`config.mk`:
```
export PLATFORM = sky130hd
export DESIGN_NAME = i2c_bus_cond_detector
export DESIGN_NICKNAME = d
export VERILOG_FILES = /design/src/rtl/i2c_bus_pkg.sv /design/src/rtl/i2c_line_filter.sv /design/src/rtl/i2c_bus_cond_detector.sv
export SDC_FILE = /design/constraint.sdc
export NUM_CORES = 1
export LEC_CHECK = 0
export ABC_CLOCK_PERIOD_IN_PS = 1550
export CORE_UTILIZATION = 40
export DETAILED_ROUTE_END_ITERATION = 6
export PLACE_DENSITY_LB_ADDON = 0.15
export SYNTH_ARGS = -nofsm -noshare
export SYNTH_HDL_FRONTEND = slang
export SYNTH_SLANG_ARGS = --single-unit
```
`constraint.sdc`:
```
create_clock -name clk -period 1.55 [get_ports clk]
set_input_delay 0.2325 -clock clk [delete_from_list [all_inputs] [get_ports clk]]
set_output_delay 0.2325 -clock clk [all_outputs]
set_load 0.02 [all_outputs]
```
`src/rtl/i2c_bus_pkg.sv`:
```
// Purpose: shared types, default constants and condition helpers for the I2C receive conditioner.
// Latency: n/a (declarations only).
// Backpressure: n/a.
//
// Contents:
//   bus_state_t         bus FSM encoding (BUS_IDLE / BUS_BUSY)
//   DEF_*               default parameter values for the conditioner
//   is_start / is_stop  SDA edge while SCL held high in both cycles
package i2c_bus_pkg;

    typedef enum logic {
        BUS_IDLE = 1'b0,
        BUS_BUSY = 1'b1
    } bus_state_t;

    localparam int DEF_SYNC_STAGES     = 2;
    localparam int DEF_FILTER_LEN      = 4;
    localparam int DEF_BUS_FREE_CYCLES = 470;  // 4.7 us at 100 MHz

    // SCL must be high in both the previous and the current cycle.
    // If SCL moved in the same cycle as SDA, the SCL edge takes precedence
    // and no bus condition is reported.
    function automatic logic is_start(input logic scl_prev, input logic scl_now,
                                      input logic sda_prev, input logic sda_now);
        return scl_prev & scl_now & sda_prev & ~sda_now;
    endfunction

    function automatic logic is_stop(input logic scl_prev, input logic scl_now,
                                     input logic sda_prev, input logic sda_now);
        return scl_prev & scl_now & ~sda_prev & sda_now;
    endfunction

endpackage

```
`src/rtl/i2c_line_filter.sv`:
```
// Purpose: synchronise one asynchronous I2C line and suppress pulses shorter than FILTER_LEN cycles.
// Latency: SYNC_STAGES + FILTER_LEN clk edges from input step to line_filt change.
// Backpressure: none; the filtered level is always valid.
//
// Ports:
//   clk        system clock
//   rst        asynchronous active-low reset (sync flops and line_filt reset to 1, counter to 0)
//   line_in    raw asynchronous line level
//   line_filt  synchronised, glitch-filtered level
module i2c_line_filter
    import i2c_bus_pkg::*;
#(
    parameter int SYNC_STAGES = DEF_SYNC_STAGES,  // >= 2
    parameter int FILTER_LEN  = DEF_FILTER_LEN    // >= 1
) (
    input  logic clk,
    input  logic rst,
    input  logic line_in,
    output logic line_filt
);

    localparam int CNT_W = $clog2(FILTER_LEN + 1);
    localparam logic [CNT_W-1:0] CNT_LAST = CNT_W'(FILTER_LEN - 1);

    logic [SYNC_STAGES-1:0] sync_q;
    logic [CNT_W-1:0]       cnt_q;
    logic                   sync_out;
    logic                   filt_q;

    // Idle I2C lines are high, so resetting to 1 avoids a spurious edge
    // when a quiet bus comes out of reset.
    always_ff @(posedge clk or negedge rst) begin
        if (!rst) begin
            sync_q <= '1;
        end else begin
            sync_q <= {sync_q[SYNC_STAGES-2:0], line_in};
        end
    end

    assign sync_out = sync_q[SYNC_STAGES-1];

    // The counter tracks how long the synchronised level has disagreed with
    // the filtered level. Any agreement restarts the count, so only a level
    // that holds for FILTER_LEN consecutive cycles gets through.
    always_ff @(posedge clk or negedge rst) begin
        if (!rst) begin
            filt_q <= 1'b1;
            cnt_q  <= '0;
        end else if (sync_out == filt_q) begin
            cnt_q  <= '0;
        end else if (cnt_q == CNT_LAST) begin
            filt_q <= ~filt_q;
            cnt_q  <= '0;
        end else begin
            cnt_q  <= cnt_q + CNT_W'(1);
        end
    end

    assign line_filt = filt_q;

endmodule

```
`src/rtl/i2c_bus_cond_detector.sv`:
```
// Purpose: conditions received SCL/SDA and reports edges, START/STOP/rSTART, bus busy/free and sampled bits.
// Latency: SYNC_STAGES+FILTER_LEN edges to scl/sda_filt, +1 to pulses, +1 more to bus_busy.
// Backpressure: none; pulses are single-cycle and must be consumed when asserted.
//
// Ports:
//   clk, rst              system clock, asynchronous active-low reset
//   scl_in, sda_in        raw (delayed) bus lines, asynchronous
//   scl_filt, sda_filt    synchronised, filtered lines
//   scl_rise, scl_fall    1-cycle SCL edge pulses
//   start_det, rstart_det 1-cycle START; rstart_det additionally when the bus was already busy
//   stop_det              1-cycle STOP
//   bus_busy, bus_free    bus state levels
//   bit_valid, bit_data   sampled SDA on each SCL rise while busy; bit_data holds between samples
module i2c_bus_cond_detector
    import i2c_bus_pkg::*;
#(
    parameter int SYNC_STAGES     = DEF_SYNC_STAGES,
    parameter int FILTER_LEN      = DEF_FILTER_LEN,
    parameter int BUS_FREE_CYCLES = DEF_BUS_FREE_CYCLES
) (
    input  logic clk,
    input  logic rst,
    input  logic scl_in,
    input  logic sda_in,
    output logic scl_filt,
    output logic sda_filt,
    output logic scl_rise,
    output logic scl_fall,
    output logic start_det,
    output logic rstart_det,
    output logic stop_det,
    output logic bus_busy,
    output logic bus_free,
    output logic bit_valid,
    output logic bit_data
);

    localparam int FREE_W = $clog2(BUS_FREE_CYCLES + 1);
    localparam logic [FREE_W-1:0] FREE_MAX = FREE_W'(BUS_FREE_CYCLES);

    // ------------------------------------------------------------------
    // Line conditioning
    // ------------------------------------------------------------------
    i2c_line_filter #(
        .SYNC_STAGES (SYNC_STAGES),
        .FILTER_LEN  (FILTER_LEN)
    ) u_scl_filter (
        .clk       (clk),
        .rst       (rst),
        .line_in   (scl_in),
        .line_filt (scl_filt)
    );

    i2c_line_filter #(
        .SYNC_STAGES (SYNC_STAGES),
        .FILTER_LEN  (FILTER_LEN)
    ) u_sda_filter (
        .clk       (clk),
        .rst       (rst),
        .line_in   (sda_in),
        .line_filt (sda_filt)
    );

    // ------------------------------------------------------------------
    // Edge and bus-condition detection
    // ------------------------------------------------------------------
    logic scl_prev;
    logic sda_prev;
    logic scl_rise_c;
    logic scl_fall_c;
    logic start_c;
    logic stop_c;

    bus_state_t      state_q;
    bus_state_t      state_d;
    logic [FREE_W-1:0] free_cnt_q;

    assign scl_rise_c = scl_filt & ~scl_prev;
    assign scl_fall_c = ~scl_filt & scl_prev;
    assign start_c    = is_start(scl_prev, scl_filt, sda_prev, sda_filt);
    assign stop_c     = is_stop(scl_prev, scl_filt, sda_prev, sda_filt);

    // Previous-cycle copies reset high to match the filter reset value.
    always_ff @(posedge clk or negedge rst) begin
        if (!rst) begin
            scl_prev <= 1'b1;
            sda_prev <= 1'b1;
        end else begin
            scl_prev <= scl_filt;
            sda_prev <= sda_filt;
        end
    end

    // All pulses are registered so downstream FSMs see glitch-free strobes.
    // rstart_det and bit_valid look at the state before this edge, so a
    // START that opens a transfer is never flagged as a repeated START.
    always_ff @(posedge clk or negedge rst) begin
        if (!rst) begin
            scl_rise   <= 1'b0;
            scl_fall   <= 1'b0;
            start_det  <= 1'b0;
            rstart_det <= 1'b0;
            stop_det   <= 1'b0;
            bit_valid  <= 1'b0;
            bit_data   <= 1'b0;
        end else begin
            scl_rise   <= scl_rise_c;
            scl_fall   <= scl_fall_c;
            start_det  <= start_c;
            rstart_det <= start_c & (state_q == BUS_BUSY);
            stop_det   <= stop_c;
            bit_valid  <= scl_rise_c & (state_q == BUS_BUSY);
            if (scl_rise_c && (state_q == BUS_BUSY)) begin
                bit_data <= sda_filt;
            end
        end
    end

    // ------------------------------------------------------------------
    // Bus state FSM
    // Driven from the registered pulses, so bus_busy follows start_det by
    // one cycle. An SCL fall while idle means we joined a transfer already
    // in progress (e.g. after a reset mid-byte) and must treat it as busy.
    // ------------------------------------------------------------------
    always_ff @(posedge clk or negedge rst) begin
        if (!rst) begin
            state_q <= BUS_IDLE;
        end else begin
            state_q <= state_d;
        end
    end

    always_comb begin
        state_d = state_q;
        case (state_q)
            BUS_IDLE: begin
                if (start_det || scl_fall) begin
                    state_d = BUS_BUSY;
                end
            end
            BUS_BUSY: begin
                if (stop_det) begin
                    state_d = BUS_IDLE;
                end
            end
            default: state_d = BUS_IDLE;
        endcase
    end

    assign bus_busy = (state_q == BUS_BUSY);

    // ------------------------------------------------------------------
    // Bus-free timer: both lines high and idle for BUS_FREE_CYCLES.
    // Starts from zero after reset, so a freshly reset block waits the
    // full tBUF before declaring the bus free.
    // ------------------------------------------------------------------
    always_ff @(posedge clk or negedge rst) begin
        if (!rst) begin
            free_cnt_q <= '0;
        end else if ((state_q != BUS_IDLE) || !scl_filt || !sda_filt) begin
            free_cnt_q <= '0;
        end else if (free_cnt_q != FREE_MAX) begin
            free_cnt_q <= free_cnt_q + FREE_W'(1);
        end
    end

    assign bus_free = (free_cnt_q == FREE_MAX);

endmodule

```
Yosys cells after proc, flatten, opt, wreduce, memory -nomap -nowiden
Cells that the tools add are included.
{"block": "op_classes", "add_sub_neg": 3, "eq_ne": 6, "mux": 9, "n_bitwise": 16, "reduce_logical": 9}
{"op": "$mux 9", "count": 2}
{"op": "$mux 3", "count": 4}
{"op": "$add 9x1->9 const B", "count": 1}
{"op": "$and 1x1->1", "count": 9}
{"op": "$eq 9x9->1 const B", "count": 1}
{"op": "$ne 9x9->1 const B", "count": 1}
{"op": "$not 1->1", "count": 7}
{"op": "$add 3x1->3 const B", "count": 2}
{"op": "$eq 3x2->1 const B", "count": 2}
{"op": "$reduce_and 2->1", "count": 2}
{"op": "$logic_or 1x1->1", "count": 3}
{"op": "$eq 1x1->1", "count": 2}
{"op": "$logic_not 1->1", "count": 2}
{"op": "$mux 1", "count": 2}
{"op": "$pmux 1 s2", "count": 1}
{"op": "$reduce_bool 2->1", "count": 1}
{"op": "$logic_and 1x1->1", "count": 1}
{"block": "word_totals", "reg_bits": 31, "input_bits": 4, "out_inout_bits": 11, "elab_cells": 60}

Depth between registers and ports, before layout
Gate-level depths: netlist of the first run.
{"block": "logic_depth", "ltp_word": 4, "mapped_depth": 6, "ltp_nobuf": 6}

Modules after synthesis
Synthesis of the first run repeated with hierarchy kept, for this count alone.
{"block": "unflattened", "hier_cells": 96, "area_unflattened_um2": 1271.2}
{"module": "i2c_bus_cond_detector", "n_inst": 1, "cells_per_inst": 70, "area_each_um2": 830.8, "seq_area_each_um2": 478.0}
{"module": "i2c_line_filter", "n_inst": 2, "cells_per_inst": 13, "area_each_um2": 220.2, "seq_area_each_um2": 153.9}

Worst setup path before layout of the first run
No wires, ideal clock.
{"block": "synth_timing", "path_kind": "register to register", "startpoint": "register free_cnt_q[0]", "endpoint": "register free_cnt_q[1]", "setup_time_ns": 0.096, "t_arrival_ns": 1.295, "t_required_ns": 1.454, "path_slack_ns": 0.159, "path_stages_with_launch": 7, "path_buffers": 0, "synth_period_minus_slack_ns": 1.391, "path_cell_list": "dfrtp_1 inv_1 ha_1 and4bb_2 nand2_1 inv_1 o31ai_1"}
{"block": "synth_between", "elab_chain_len": 3, "word_cells_on_any_way": 5, "cone_classes": "add/sub (1); eq/ne (1); mux (2); reduce/logical (1)"}
{"item": "from (decl)", "line": "i2c_bus_cond_detector.sv:76", "rtl": "logic [FREE_W-1:0] free_cnt_q;"}
{"item": "from (signal assigned)", "line": "i2c_bus_cond_detector.sv:163", "rtl": "free_cnt_q <= free_cnt_q + FREE_W'(1);"}
{"item": "$add 9x1->9", "line": "i2c_bus_cond_detector.sv:163"}
{"item": "$mux 9", "line": "i2c_bus_cond_detector.sv:162", "rtl": "end else if (free_cnt_q != FREE_MAX) begin"}
{"item": "$mux 9", "line": "i2c_bus_cond_detector.sv:160", "rtl": "end else if ((state_q != BUS_IDLE) || !scl_filt || !sda_filt) begin"}
Several ways; a longest one is shown, not always the timed one. The select of a mux whose other input is x is not followed.
A chain may end at the register's enable or synchronous reset.

Worst setup path in the final report of the first run
{"block": "layout_timing", "startpoint": "register free_cnt_q[0]", "endpoint": "output port bus_free"}
{"block": "layout_between", "elab_chain_len": 1}
{"item": "$eq 9x9->1", "line": "i2c_bus_cond_detector.sv:167", "rtl": "assign bus_free = (free_cnt_q == FREE_MAX);"}
{"item": "to (decl)", "line": "i2c_bus_cond_detector.sv:33", "rtl": "output logic bus_free,"}
Every way passes these cells.

==> results.sh, run 1 <==
export IMPL_dr_pass1_iters=6
export IMPL_fin_nets=141
export IMPL_cts_num_sinks=31
export IMPL_finClkSkew_ns=0.00454
export IMPL_syn_area_um2=1240
export IMPL_async_reset_ff_share_pct=100
export IMPL_wirelength_um=2220
export IMPL_rsz0062_at_grt="yes"
export IMPL_maxCapViolations=0
export IMPL_dieArea_um2=3330
export IMPL_grt_total_usage_pct=17.1
export IMPL_ir_drop_mv=1.03
export IMPL_crit_required_ns=1.32
export IMPL_violations="design-rule violations, negative setup slack"
export IMPL_synth_cell_types=28
export IMPL_outcome="finished with violations"
export IMPL_drive_gt1_share_pct=32.1
export IMPL_num_vias=864
export IMPL_period_share_pct=105
export IMPL_overflow=0
export IMPL_area_growth_pct=29.7
export IMPL_port_buffers=14
export IMPL_clk_path_buf_depth=2
export IMPL_final_hold_viol_count=0
export IMPL_drc=1
export IMPL_hp_class="in2async"
export IMPL_crit_top_cell="inv_2"
export IMPL_gp_congestion=0.755
export IMPL_chipWidth_um=57.7
export IMPL_path_buf_inv=3
export IMPL_grt_pass1_wl_um=4170
export IMPL_finalSetupViolations=1
export IMPL_total_power_mw=2.32
export IMPL_cts_hold_buf=0
export IMPL_dp_final_hpwl_um=1580
export IMPL_syn_nets=104
export IMPL_syn_avg_cell_area_um2=12.9
export IMPL_yosysTopAreaCell="dfrtp_1"
export IMPL_rows=19
export IMPL_synth_flop_cell="dfrtp_1"
export IMPL_synth_most_common_cell="dfrtp_1"
export IMPL_io_pins=15
export IMPL_synth_seq_cells=31
export IMPL_setup_tns_ns=-0.0836
export IMPL_fmax_mhz=612
export IMPL_drt_iter0_markers=22
export IMPL_ant_nets=0
export IMPL_yosysWarnings=0
export IMPL_ys_seq_area_share_pct=63.4
export IMPL_wl_per_cell_um=13.4
export IMPL_worstMarginPinSlew_ns=0.385
export IMPL_die_h_um=57.7
export IMPL_slew_headroom_pct=74.4
export IMPL_critPathKind="reg2out"
export IMPL_period_minus_slack_ns=1.63
export IMPL_fin_cells=165
export IMPL_cp_start_kind="flop"
export IMPL_cts_buffers_inserted=5
export IMPL_ys_top_cells_by_count="dfrtp_1 (23), dfstp_2 (8), nand2_1 (6), nand3_1 (6), nor3b_1 (6)"
export IMPL_cp_max_fo=2
export IMPL_vias_per_cell=5.24
export IMPL_r2r_start="free_cnt_q[1]"
export IMPL_diodes=0
export IMPL_cpPeakStageDelay_ns=0.40
export IMPL_leakagePower_nw=0.769
export IMPL_synth_edff_count=0
export IMPL_initial_core_util_pct=43.5
export IMPL_synth_top_area_share_pct=46.4
export IMPL_crit_slowest_cell="dfrtp_1"
export IMPL_startpoint="free_cnt_q[0]"
export IMPL_cellPowerDensity_nw_per_um2=1440
export IMPL_placed_cells=155
export IMPL_antenna_found_initial=0
export IMPL_syn_inst=96
export IMPL_synthTopCellsByArea="dfrtp_1 (46%), dfstp_2 (17%), ha_1 (4.0%)"
export IMPL_core_area_um2=2850
export IMPL_grt_max_degree=32
export IMPL_arrival_ns=1.40
export IMPL_maxSlewViolCount=0
export IMPL_fin_ws_ns=-0.0836
export IMPL_root_buffer="clkbuf_4"
export IMPL_utilization_pct=56.4
export IMPL_cts_tree="built"
export IMPL_grt_pass1_vias=961
export IMPL_crit_family="flip-flops"
export IMPL_fill_cells=261
export IMPL_clkTransAtPathRegs_ns=0.09
export IMPL_cp_end_kind="primary output"
export IMPL_clk_latency_ns=0.33
export IMPL_worstPathCellList="inv_2, ha_4, and4bb_2, nand2_2, inv_2, buf_6"
export IMPL_htreeDepth=2
-- through the flow --
step / hold WS [ns] / instance area (µm²) / setup slack (ns)
after floorplan: -0.0631 / 1240 / 0.159
after CTS: 0.294 / 1570 / -0.118
after global placement: 0.346 / 1520 / -0.192
after detailed placement: 0.350 / 1520 / -0.239
after global routing: 0.291 / 1610 / -0.146
final: 0.280 / 1610 / -0.0836
-- flip-flops by register name, summed over array words and instances, names as in the netlist --
register / flops
free_cnt_q: 9
u_scl_filter.cnt_q: 3
u_sda_filter.cnt_q: 3
u_scl_filter.sync_q: 2
u_sda_filter.sync_q: 2
bit_data: 1
bit_valid: 1
bus_busy: 1
rstart_det: 1
scl_fall: 1
scl_prev: 1
scl_rise: 1
sda_prev: 1
start_det: 1
stop_det: 1
u_scl_filter.line_filt: 1
u_sda_filter.line_filt: 1
-- power by group --
part	total [mW]	switching, mW	internal, mW
Sequential	1.14	0.110	1.03
Combinational	0.738	0.366	0.372
Clock	0.438	0.262	0.176
Total	2.32	0.738	1.58
-- cell type report --
class	count	area [µm²]	share of cell area, %
tap	31	38.8	2.41
sequential	31	786	48.9
inverter	2	7.51	0.467
clock buffer	7	45.0	2.80
clock inverter	1	5.00	0.311
multi-input combinational	63	462	28.7
timing repair buffer	30	264	16.4
-- per-layer routing --
metal,track usage [%],share of wire [%],vias up,wire length (µm)
met4,7.14,2.6,0,58
met5,0,0,-,0
met1,19.9,44,418,985
li1,-,-,422,-
met2,27.9,49,17,1080
met3,7.37,4.3,7,96
-- cell usage in the layout (no fill, tap or decap), drive strengths merged, types with 3 or more instances in the layout --
cell / count
dfrtp: 23
buf: 17
dfstp: 8
clkbuf: 7
nor3b: 6
nand3: 6
clkdlybuf4s50: 6
nand2: 6
o21ai: 6
a21oi: 5
or3: 5
dlygate4sd2: 4
ha: 4
nor3: 3
mux2: 3
dlymetal6s2s: 3
-- worst paths after layout --
| check | endpoint | slack [ns] | cells past startpoint |
|---|---|---|---|
| setup / recovery | bus_free | -0.08 | 6 |
| hold / removal | free_cnt_q[0] | 0.28 | 2 |
| setup reg to reg | free_cnt_q[1] | 0.05 | 7 |
| hold reg to reg | u_sda_filter.sync_q[1] | 0.36 | 0 |
| max in group asynchronous | u_scl_filter.sync_q[0] | 0.94 | 2 |
| min in group clk | u_scl_filter.sync_q[0] | 0.30 | 1 |
-- cells by family after synthesis --
| logic type | share of synthesized area, % |
|---|---|
| AOI/OAI and AO/OA | 5.85 |
| muxes | 3.53 |
| and+or+nand+nor | 20.5 |
| buffers and inverters | 0.606 |
| DFF | 63.4 |
| adders and majority gates | 4.04 |
| xor gates and xnor gates | 2.12 |
-- timing repair --
item	in CTS	in global routing
gates resized for setup	13	5
pin swaps	0	2
buffers inserted	0	2
setup endpoints to repair	5	4
Power figures use the tool's default switching activity.
==> run 2: changes to the inputs <==
--- a/config.mk
+++ b/config.mk
@@ -6,6 +6,7 @@
 export NUM_CORES = 1
 export LEC_CHECK = 0
 export ABC_CLOCK_PERIOD_IN_PS = 1550
+export CORE_MARGIN = 3
 export CORE_UTILIZATION = 40
 export DETAILED_ROUTE_END_ITERATION = 6
 export PLACE_DENSITY_LB_ADDON = 0.15
==> results.sh, run 2 (synthesis results as in run 1) <==
export IMPL_outcome="finished with violations"
export IMPL_violations="negative setup slack"
export IMPL_rows=19
export IMPL_dpl_cell_area_um2=1520
export IMPL_area_growth_pct=31.4
export IMPL_antenna_found_initial=0
export IMPL_gp_congestion=0.799
export IMPL_num_vias=855
export IMPL_ant_nets=0
export IMPL_cp_start_kind="flop"
export IMPL_wirelength_um=2150
export IMPL_core_area_um2=2850
export IMPL_grt_max_degree=32
export IMPL_grt_pass1_wl_um=3710
export IMPL_crit_top_cell="inv_2"
export IMPL_htreeDepth=2
export IMPL_clk_latency_ns=0.32
export IMPL_top_register="free_cnt_q"
export IMPL_period_share_pct=104
export IMPL_finClkSkew_ns=0.00914
export IMPL_rrSetupSlack_ns=0.06
export IMPL_vias_per_cell=5.15
export IMPL_cts_buffers_inserted=5
export IMPL_worstMarginPinSlew_ns=0.376
export IMPL_fin_ws_ns=-0.0654
export IMPL_diodes=0
export IMPL_cpPeakStageDelay_ns=0.40
export IMPL_root_buffer="clkbuf_4"
export IMPL_clkTransAtPathRegs_ns=0.10
export IMPL_leakagePower_nw=0.808
export IMPL_clk_path_buf_depth=2
export IMPL_critPathKind="reg2out"
export IMPL_port_buffers=14
export IMPL_rsz0062_at_grt="yes"
export IMPL_period_minus_slack_ns=1.62
export IMPL_initial_core_util_pct=43.5
export IMPL_grt_total_usage_pct=13.9
export IMPL_fmax_mhz=619
export IMPL_maxSlewViolCount=0
export IMPL_overflow=0
export IMPL_drc=0
export IMPL_cts_hold_buf=0
export IMPL_finalSetupViolations=1
export IMPL_arrival_ns=1.38
export IMPL_largestRegisters="free_cnt_q (9), u_scl_filter.cnt_q (3), u_sda_filter.cnt_q (3)"
export IMPL_multiInputGateArea_um2=462
export IMPL_utilization_pct=57.1
export IMPL_cts_num_sinks=31
export IMPL_cp_max_fo=2
export IMPL_io_pins=15
export IMPL_chipWidth_um=61.7
export IMPL_ir_drop_mv=0.862
export IMPL_crit_slowest_cell="dfrtp_1"
export IMPL_mostFrequentLayoutCell="dfrtp_1"
export IMPL_die_h_um=61.7
export IMPL_cts_tree="built"
export IMPL_total_power_mw=2.34
export IMPL_wl_per_cell_um=12.9
export IMPL_slew_headroom_pct=75.0
export IMPL_wirelength_met1_um=1020
export IMPL_worstPathCellList="inv_2, ha_4, and4bb_2, nand2_2, inv_2, buf_6"
export IMPL_dp_final_hpwl_um=1520
export IMPL_drt_iter0_markers=60
export IMPL_fin_nets=142
export IMPL_fill_cells=246
export IMPL_maxCapViolations=0
export IMPL_place_ws_ns=-0.220
export IMPL_met2WireLength_um=956
export IMPL_largest_reg_flops=9
export IMPL_crit_required_ns=1.32
export IMPL_dieArea_um2=3800
export IMPL_dr_max_layer_used="met4"
export IMPL_wl_met3_um=112
export IMPL_final_area_um2=1630
export IMPL_drive_gt1_share_pct=33.3
export IMPL_hp_class="in2async"
export IMPL_final_hold_viol_count=0
export IMPL_dr_pass1_iters=4
export IMPL_grt_pass1_vias=854
export IMPL_final_cell_mix="dfrtp_1 (23), buf_4 (17), dfstp_2 (8)"
export IMPL_cellPowerDensity_nw_per_um2=1440
export IMPL_cp_end_kind="primary output"
export IMPL_seqCellArea_um2=786
[run 2: what timing repair did]
item / in CTS / in global routing
resized for setup: 13 / 8
setup buffers: 0 / 3
hold endpoints to repair: 0 / 0
setup endpoints to repair: 6 / 6
pin swaps: 1 / 1
[run 2: critical path, delay by kind of cell, from the launching register on]
kind,cells,cell delay (ns)
adders and majority gates,1,0.11
and+or+nand+nor,2,0.32
DFF,1,0.40
buffers and inverters,3,0.25
[run 2: worst paths after layout]
check / from / endpoint / cells after the start
hold reg to reg: u_scl_filter.sync_q[0] / u_scl_filter.sync_q[1] / 0
setup / recovery: free_cnt_q[0] / bus_free / 6
max in group asynchronous: rst / scl_prev / 2
setup reg to reg: free_cnt_q[1] / free_cnt_q[1] / 7
hold / removal: rst / rstart_det / 2
min in group clk: sda_in / u_sda_filter.sync_q[0] / 1
[run 2: layout make-up]
| cell class | instances | share of cell area [%] |
|---|---|---|
| Inverter | 2 | 0.461 |
| Timing Repair Buffer | 31 | 16.9 |
| Clock inverter | 1 | 0.307 |
| Tap cell | 31 | 2.38 |
| Sequential cell | 31 | 48.2 |
| Clock buffer | 7 | 3.38 |
| Multi-Input combinational cell | 63 | 28.3 |
[run 2: power breakdown]
part / total, mW / leakage, nW / internal, mW / switching [mW]
clock network: 0.478 / 0.0353 / 0.220 / 0.258
registers: 1.14 / 0.391 / 1.03 / 0.108
logic: 0.726 / 0.382 / 0.368 / 0.358
[run 2: through the flow]
step	setup TNS, ns	cells	hold WS, ns
finish	-0.0654	166	0.290
global placement	-0.184	155	0.346
floorplan	0	96	-0.0631
detailed placement	-0.220	155	0.348
CTS	-0.0965	163	0.291
global route	-0.165	166	0.274
[run 2: routing by layer]
metal | up-vias | GRT usage (%)
li1 | 419 | -
met1 | 410 | 16.7
met2 | 18 | 21.1
met3 | 8 | 6.92
met4 | 0 | 6.36
met5 | - | 0
==> run 3: changes to the inputs <==
--- a/config.mk
+++ b/config.mk
@@ -5,7 +5,7 @@
 export SDC_FILE = /design/constraint.sdc
 export NUM_CORES = 1
 export LEC_CHECK = 0
-export ABC_CLOCK_PERIOD_IN_PS = 1550
+export ABC_CLOCK_PERIOD_IN_PS = 1900
 export CORE_MARGIN = 3
 export CORE_UTILIZATION = 40
 export DETAILED_ROUTE_END_ITERATION = 6
==> constraint.sdc (replaced) <==
create_clock -name clk -period 1.9 [get_ports clk]
set_input_delay 0.285 -clock clk [delete_from_list [all_inputs] [get_ports clk]]
set_output_delay 0.285 -clock clk [all_outputs]
set_load 0.02 [all_outputs]
==> results.sh, run 3 (synthesis results as in run 1) <==
export IMPL_outcome="finished clean"
export IMPL_drive_gt1_share_pct=23.4
export IMPL_mostFrequentLayoutCell="dfrtp_1"
export IMPL_timing_rr_end="bit_data"
export IMPL_dr_pass1_iters=4
export IMPL_final_hold_viol_count=0
export IMPL_crit_slowest_cell="clkdlybuf4s50_1"
export IMPL_arrival_ns=1.53
export IMPL_largest_reg_flops=9
export IMPL_finalSetupViolations=0
export IMPL_grt_pass1_vias=864
export IMPL_leakagePower_nw=0.663
export IMPL_crit_family="buffers and inverters"
export IMPL_cpPeakStageDelay_ns=0.62
export IMPL_rows=19
export IMPL_diodes=0
export IMPL_slew_headroom_pct=74.6
export IMPL_clkTransAtPathRegs_ns=0.09
export IMPL_wl_per_cell_um=13.9
export IMPL_hp_class="in2async"
export IMPL_maxCapViolations=0
export IMPL_path_buf_inv=1
export IMPL_grt_pass1_wl_um=3710
export IMPL_cts_num_sinks=31
export IMPL_crit_required_ns=1.62
export IMPL_fin_nets=131
export IMPL_ir_drop_mv=0.757
export IMPL_clk_path_buf_depth=2
export IMPL_grt_total_usage_pct=14.0
export IMPL_wirelength_um=2160
export IMPL_area_growth_pct=21.7
export IMPL_period_minus_slack_ns=1.82
export IMPL_drc=0
export IMPL_fmax_mhz=550
export IMPL_rrSetupSlack_ns=0.43
export IMPL_largestRegisters="free_cnt_q (9), u_scl_filter.cnt_q (3), u_sda_filter.cnt_q (3)"
export IMPL_overflow=0
export IMPL_clk_latency_ns=0.32
export IMPL_worstPathCellList="clkdlybuf4s50_1"
export IMPL_setup_tns_ns=0
export IMPL_root_buffer="clkbuf_4"
export IMPL_worst_path_stages=1
export IMPL_port_buffers=14
export IMPL_final_cell_mix="dfrtp_1 (23), clkdlybuf4s50_1 (13), dfstp_2 (8)"
export IMPL_cellPowerDensity_nw_per_um2=1260
export IMPL_grt_max_degree=32
export IMPL_r2r_cells=4
export IMPL_startpoint="u_scl_filter.line_filt"
export IMPL_fill_cells=261
export IMPL_antenna_found_initial=0
export IMPL_cp_max_fo=4
export IMPL_cp_endpoint="scl_filt"
export IMPL_io_pins=15
export IMPL_dieArea_um2=3800
export IMPL_worstMarginPinSlew_ns=0.382
export IMPL_htreeDepth=2
export IMPL_chipWidth_um=61.7
export IMPL_ant_nets=0
export IMPL_core_area_um2=2850
export IMPL_total_power_mw=1.91
export IMPL_drt_iter0_markers=44
export IMPL_finClkSkew_ns=0.00513
export IMPL_vias_per_cell=5.19
export IMPL_dp_final_hpwl_um=1510
export IMPL_cts_buffers_inserted=5
export IMPL_gp_congestion=0.828
export IMPL_cp_end_kind="primary output"
export IMPL_initial_core_util_pct=43.5
export IMPL_cts_tree="built"
export IMPL_num_vias=805
export IMPL_r2r_start="u_scl_filter.line_filt"
export IMPL_critPathKind="reg2out"
export IMPL_rsz0062_at_grt="no"
export IMPL_top_register="free_cnt_q"
export IMPL_die_h_um=61.7
export IMPL_cts_setup_buffers=0
export IMPL_period_share_pct=95.7
export IMPL_maxSlewViolCount=0
export IMPL_cp_start_kind="flop"
run 3: cell types whose count changed in the layout (fill, tap and decap cells not counted), moves of 2 or more:
cell             previous run  this run
buf_4                      17         6
clkdlybuf4s50_1             3        13
dlygate4sd2_1               5         0
dlymetal6s2s_1              5         0
inv_1                       0         2
inv_2                       2         0
run 3: layout make-up:
cell class | instances | area [µm²] | area share, %
clock buffers | 7 | 45.0 | 2.99
clock inverters | 1 | 5.00 | 0.332
inverters | 2 | 7.51 | 0.498
multi-input cells | 63 | 447 | 29.6
flip-flops and latches | 31 | 786 | 52.1
well taps | 31 | 38.8 | 2.57
repair buffers | 20 | 180 | 11.9
run 3: worst min-delay path by stage:
stage | from | end | slack [ns] | depth (start not counted)
6_report | rst | u_sda_filter.cnt_q[2] | 0.33 | 2
5_1_grt | sda_in | u_sda_filter.sync_q[0] | 0.34 | 1
4_1_cts | rst | u_sda_filter.cnt_q[2] | 0.33 | 2
3_5_place_dp | u_sda_filter.sync_q[0] | u_sda_filter.sync_q[1] | 0.35 | 0
3_3_place_gp | u_sda_filter.sync_q[0] | u_sda_filter.sync_q[1] | 0.35 | 0
2_1_floorplan | rst | bit_data | -0.01 | 0
run 3: per-layer routing:
layer | share of wire (%) | vias to the layer above | track usage (%) | wire, µm
li1 | - | 396 | - | -
met1 | 48 | 388 | 16.2 | 1040
met2 | 46 | 16 | 22.1 | 988
met3 | 4.2 | 5 | 6.29 | 90
met4 | 1.4 | 0 | 6.36 | 31
met5 | 0 | - | 0 | 0
run 3: stage by stage:
| stage | utilization (%) | worst slack [ns] | instances | area, µm² | hold WS, ns |
|---|---|---|---|---|---|
| after floorplan | - | 0.509 | 96 | 1240 | -0.0106 |
| after global placement | 51.3 | 0.113 | 147 | 1460 | 0.346 |
| after detailed placement | 51.3 | 0.0747 | 147 | 1460 | 0.347 |
| after CTS | 53.1 | 0.0364 | 155 | 1520 | 0.333 |
| after global routing | 52.9 | 0.0195 | 155 | 1510 | 0.342 |
| final | 52.9 | 0.0809 | 155 | 1510 | 0.334 |
run 3: where the power goes:
part	switching, mW	leakage, nW	total (mW)	internal (mW)
clock network	0.213	0.0293	0.357	0.144
logic	0.297	0.242	0.617	0.320
registers	0.0930	0.391	0.932	0.839
total	0.603	0.663	1.91	1.30
run 3: what timing repair did:
action	4_1_cts	5_1_grt
setup endpoints to repair	1	1
resized for setup	3	1
hold buffers	0	0
